`config.mk`:
```
export PLATFORM = sky130hd
export DESIGN_NAME = phase_sequencer
export DESIGN_NICKNAME = d
export VERILOG_FILES = /design/src/rtl/phase_sequencer.sv
export SDC_FILE = /design/constraint.sdc
export NUM_CORES = 1
export LEC_CHECK = 0
export BUFFER_PORTS_ARGS = -buffer_cell sky130_fd_sc_hd__buf_2
export CAP_MARGIN = 20
export CELL_PAD_IN_SITES_DETAIL_PLACEMENT = 0
export CELL_PAD_IN_SITES_GLOBAL_PLACEMENT = 1
export CORE_MARGIN = 2
export CORE_UTILIZATION = 41
export CTS_CLUSTER_DIAMETER = 50
export DETAILED_ROUTE_END_ITERATION = 8
export MAX_ROUTING_LAYER = met4
export PLACE_DENSITY = 0.9
export SLEW_MARGIN = 30
export SYNTH_ARGS = -nofsm -noshare
export SYNTH_HDL_FRONTEND = slang
export SYNTH_SLANG_ARGS = --single-unit
```
`constraint.sdc`:
```
create_clock -name clk -period 2.66 [get_ports clk]
set_input_delay 0 -clock clk [delete_from_list [all_inputs] [get_ports clk]]
set_output_delay 0 -clock clk [all_outputs]
set_load 0.005 [all_outputs]
```
`src/rtl/phase_sequencer.sv`:
```
// rtl/phase_sequencer.sv - instruction phase sequencer with run/step/halt control and memory wait-state watchdog
// Optional: PHASE_SEQ_INSTR_CNT_EN adds the instr_count output.
module phase_sequencer #(
    parameter int NUM_PHASES = 8,
    parameter int PW         = 3,
    parameter int WAIT_MAX   = 15
) (
    input  logic          clk,
    input  logic          rst,
    input  logic          run_req,
    input  logic          step_req,
    input  logic          err_clr,
    input  logic          halt,
    input  logic          rd,
    input  logic          wr,
    input  logic          mem_ready,
    output logic [PW-1:0] phase,
    output logic          running,
    output logic          halted,
    output logic          stall,
    output logic          instr_done,
`ifdef PHASE_SEQ_INSTR_CNT_EN
    output logic [15:0]   instr_count,
`endif
    output logic          timeout_err
);

    // WAIT_MAX=0 still needs a legal one-bit counter even though the watchdog is off
    localparam int WW = (WAIT_MAX > 0) ? $clog2(WAIT_MAX + 1) : 1;
    localparam logic [WW-1:0] WAIT_LAST  = WW'((WAIT_MAX > 0) ? WAIT_MAX - 1 : 0);
    localparam logic [PW-1:0] PHASE_LAST = PW'(NUM_PHASES - 1);

    typedef enum logic [2:0] {
        IDLE   = 3'd0,
        RUN    = 3'd1,
        STEP   = 3'd2,
        HALTED = 3'd3,
        ERROR  = 3'd4
    } state_t;

    state_t         state, state_n;
    logic [PW-1:0]  phase_n;
    logic [WW-1:0]  wait_cnt, wait_n;
    logic           done_n;
    logic           step_prev;
    logic           step_rise;
    logic           active;
    logic           wrap;

    assign active    = (state == RUN) || (state == STEP);
    assign stall     = active && (rd || wr) && !mem_ready;
    assign wrap      = (phase == PHASE_LAST);
    assign step_rise = step_req && !step_prev;

    always_ff @(posedge clk or posedge rst) begin
        if (rst) begin
            state      <= IDLE;
            phase      <= '0;
            wait_cnt   <= '0;
            instr_done <= 1'b0;
            step_prev  <= 1'b0;
        end else begin
            state      <= state_n;
            phase      <= phase_n;
            wait_cnt   <= wait_n;
            instr_done <= done_n;
            step_prev  <= step_req;
        end
    end

`ifdef PHASE_SEQ_INSTR_CNT_EN
    always_ff @(posedge clk or posedge rst) begin
        if (rst) begin
            instr_count <= '0;
        end else if (done_n) begin
            instr_count <= instr_count + 16'd1;
        end
    end
`endif

    always_comb begin
        state_n = state;
        phase_n = phase;
        wait_n  = wait_cnt;
        done_n  = 1'b0;
        case (state)
            IDLE: begin
                phase_n = '0;
                wait_n  = '0;
                if (run_req) begin
                    state_n = RUN;
                end else if (step_rise) begin
                    state_n = STEP;
                end
            end
            RUN, STEP: begin
                if (stall) begin
                    if (WAIT_MAX > 0 && wait_cnt == WAIT_LAST) begin
                        state_n = ERROR;
                    end
                    if (wait_cnt != '1) begin
                        wait_n = wait_cnt + WW'(1);
                    end
                end else begin
                    wait_n = '0;
                    // a halt on the wrap cycle still wins and swallows the done pulse
                    if (halt) begin
                        state_n = HALTED;
                        phase_n = '0;
                    end else if (wrap) begin
                        phase_n = '0;
                        done_n  = 1'b1;
                        if (state == STEP) begin
                            state_n = IDLE;
                        end
                    end else begin
                        phase_n = phase + PW'(1);
                    end
                end
            end
            HALTED: begin
                phase_n = '0;
                if (run_req) begin
                    state_n = RUN;
                end else if (step_rise) begin
                    state_n = STEP;
                end
            end
            ERROR: begin
                if (err_clr) begin
                    state_n = IDLE;
                    phase_n = '0;
                    wait_n  = '0;
                end
            end
            default: begin
                state_n = IDLE;
                phase_n = '0;
                wait_n  = '0;
            end
        endcase
    end

    assign running     = active;
    assign halted      = (state == HALTED);
    assign timeout_err = (state == ERROR);

endmodule

```
==> results.txt <==
- After clock tree synthesis, the clock-pin slew on the worst setup and hold paths is 0.08 ns.
* Setup slack of the worst register-to-register path: 0.95 ns
- In the synthesized netlist the dominant register cell turns out to be sky130_fd_sc_hd__dfrtp_1.
* Area of the mapped netlist: 723.2 um^2
- Status: finished clean
- Worst Path Max Fanout: 11
* Final Power: 806.2 uW
- Cell type contributing the most total cell area after synthesis: sky130_fd_sc_hd__dfrtp_1
- At the end of the flow, the number of nets in the layout was 107.
- The clock arrives with 0.005740 ns of skew.
- Horizontal die dimension: 46 um
- The first global-routing pass estimated 2214 um of wire.
* Input/output buffers: 16
- The final route contains 608 vias.
* Post-route fraction of the period consumed by the critical path: 0.6426
* Path category of the worst min-delay check: in -> reg
- Relative to the synthesized area, the layout overhead comes to 19.03%.
- Max_cap viols: 0
- Number of core rows: 15
* Remaining design rule violation count: 0
- Share of final-layout standard cells stronger than drive strength 1: 0.2688
* Pleak: 0.4296 nW
- For the worst setup path, the data arrival time is 1.91 ns.
- Average footprint of a synthesized cell: 9.773 um^2
- For this block, the routed nets add up to 1353 um of wire.
- The number of buffers and inverters on the critical path is 0.
* Final setup violation count: 0
- Largest net degree at the start of global routing: 13
- The setup path with the least slack is of type reg -> reg.
* Drt initial violations: 18
* Total I/O pin count: 17
- Area of combinational cells with multiple inputs: 380.4 um^2
* Time the worst path needs with I/O delays and setup: 1.709 ns
* Unrepaired setup endpoints after global routing: false
- Summed over all layers, the global routing overflow is 0.
- The share of synthesized area in the top cell type comes to 0.4152.
- On the worst path, the slowest cell contributes a delay of 0.59 ns.
* CP endpoint kind: register
- Setup TNS: 0 ns
- CTS tree: built
* Cell class contributing the biggest share of worst-path delay: simple AND/OR/NAND/NOR gates
* Worst vdd rail ir drop: 0.0003904 V
* Clock Tree Buf Depth: 2
- The initial antenna violation count is 0.
- For this design, the slowest cell found on the critical path is sky130_fd_sc_hd__or4b_1.
* Cells along the critical path: or4b_1 -> o41ai_2 -> a221o_2 -> mux2i_1
- Synth Register Bits: 12
- Of all flip-flops after synthesis, the portion carrying an async set or reset was 1.000.
- Data required time of the critical path: 2.86 ns
* Maximum level of the CTS H-tree: 1
- Root Buffer Master: sky130_fd_sc_hd__clkbuf_4
* Register area share after synthesis: 0.4152
* Fin. Hold Viols: 0
- Number of fillers in the final layout: 172
- Final instance area: 860.8 um^2
- Post-placement cell area: 804.5 um^2
* Half-perimeter wire length after placement: 1051 um
* Final number of max-transition violations: 0
- 0 antenna diodes ended up in the layout.
- For this run, the number of Yosys warnings is 0.
- Net count after synthesis: 87
- For the pin with the worst max-slew slack, the measured transition is 0.6248 ns.
- Setup slack after layout: 0.9508 ns
- By count the netlist is led by sky130_fd_sc_hd__dfrtp_1, sky130_fd_sc_hd__nand2_1, sky130_fd_sc_hd__inv_1, sky130_fd_sc_hd__o21ai_0, sky130_fd_sc_hd__ha_1.
* Pre-Repair DR Iteration Count: 4
- Nature of the critical path startpoint: register
- Core box area: 1689 um^2
* Ratio of routed vias to standard cells: 5.527
- In this run, CTS created clock tree buffers numbering 3.
* Leading cell type by number of instances after synthesis: sky130_fd_sc_hd__dfrtp_1
- The number of global-route vias before repair came to 512.
- Headroom to the max-slew limit came out at 0.5799.
- Synth top area cells: sky130_fd_sc_hd__dfrtp_1, sky130_fd_sc_hd__ha_1, sky130_fd_sc_hd__nand2_1
- After detailed routing, the average wire length per cell comes to 12.30 um.
* Pwr dens: 936.6 nW/um^2
- Place WS: 0.9651 ns
- In the global route stage, overall resource usage came out at 0.1547.
- For this configuration, the core starts out at a cell density of 0.4281.
- The die covers 2116 um^2.
* Count of clock tree sinks: 12
- Number of enable-type register cells in the synthesized netlist: 0
- Distinct cell type count of the synthesized netlist: 34
* Util after Layout: 0.5096
- Insertion delay to the later sink of the worst-skew pair: 0.27 ns
- Count of nets left with antenna violations after detail routing: 0
- Static timing analysis puts the maximum clock frequency at 585.1 MHz.
* Final weighted congestion of routability-driven global placement: 0.8068
- Post-CTS repair timing setup buffer count: 0
- Sequential Area: 300.3 um^2
- The die is 46 um tall.
- Synthesis handed over a netlist of 74 instances.
per-stage QoR:
stage / instances / hold WS, ns
global placement: 104 / 0.03198
global route: 110 / 0.07577
CTS: 110 / 0.05959
finish: 110 / 0.06580
detailed placement: 104 / 0.03502
floorplan: 74 / -0.1353
path summary, 6_finish.rpt:
| kind | to | depth (start not counted) | startpoint |
|---|---|---|---|
| min in group asynchronous | wait_cnt[1] | 3 | rst |
| worst min-delay path | phase[1] | 4 | halt |
| max in group asynchronous | phase[1] | 3 | rst |
| worst max-delay path | state[1] | 4 | state[2] |
| worst max register to register | state[1] | 4 | state[2] |
| worst min register to register | phase[1] | 2 | phase[1] |
worst register-to-register path, stage by stage, from the launching register on:
cell                      delay (ns)
sky130_fd_sc_hd__dfrtp_1        0.56
sky130_fd_sc_hd__or4b_1         0.59
sky130_fd_sc_hd__o41ai_2        0.11
sky130_fd_sc_hd__a221o_2        0.20
sky130_fd_sc_hd__mux2i_1        0.18
cell usage in the layout (no fill, tap or decap), types with 2 or more instances in the layout:
cell type,instances
sky130_fd_sc_hd__nor2_1,3
sky130_fd_sc_hd__mux2i_1,2
sky130_fd_sc_hd__ha_1,4
sky130_fd_sc_hd__a21oi_1,3
sky130_fd_sc_hd__nand3_1,2
sky130_fd_sc_hd__o21ai_0,5
sky130_fd_sc_hd__inv_1,6
sky130_fd_sc_hd__o21bai_1,2
sky130_fd_sc_hd__nand2_1,9
sky130_fd_sc_hd__dfrtp_1,12
sky130_fd_sc_hd__dlygate4sd3_1,2
sky130_fd_sc_hd__nand3b_1,2
sky130_fd_sc_hd__clkbuf_4,3
sky130_fd_sc_hd__buf_2,16
sky130_fd_sc_hd__a31oi_1,2
timing repair:
item,CTS,global route
hold buffers,2,0
gates resized for setup,0,0
endpoints found under the hold margin,13,0
layout make-up:
class	instances	area share
Multi-Input combinational cell	53	0.4419
Clock buffer	4	0.04215
Sequential cell	12	0.3488
Tap cell	17	0.02471
Timing Repair Buffer	18	0.1163
Inverter	6	0.02616
metal layers:
| metal | wire [um] | vias up | global-route usage |
|---|---|---|---|
| met2 | 694 | 15 | 0.2333 |
| li1 | - | 304 | - |
| met1 | 609 | 289 | 0.1956 |
| met5 | 0 | - | - |
| met4 | 0 | 0 | 0.06857 |
| met3 | 49 | 0 | 0.03571 |
report_power, final:
group          internal [mW]  switching, mW  leakage (nW)  total, mW
clock                 0.0831         0.0633        0.0210      0.146
combinational          0.174          0.194         0.249      0.369
sequential             0.223         0.0679         0.160      0.291
total                  0.481          0.326         0.430      0.806
state kept, by name (all words and copies together) (netlist names):
name        flops
wait_cnt        4
phase           3
state           3
instr_done      1
step_prev       1
cell families after synthesis:
logic type                 share of synthesized area
DFF                                           0.4152
AOI/OAI and AO/OA                             0.1886
muxes                                        0.02768
and+or+nand+nor                               0.2059
buffers and inverters                        0.05881
adders and majority gates                    0.06921
xor gates and xnor gates                     0.03461
No activity file was read; power rests on OpenSTA's default activity.
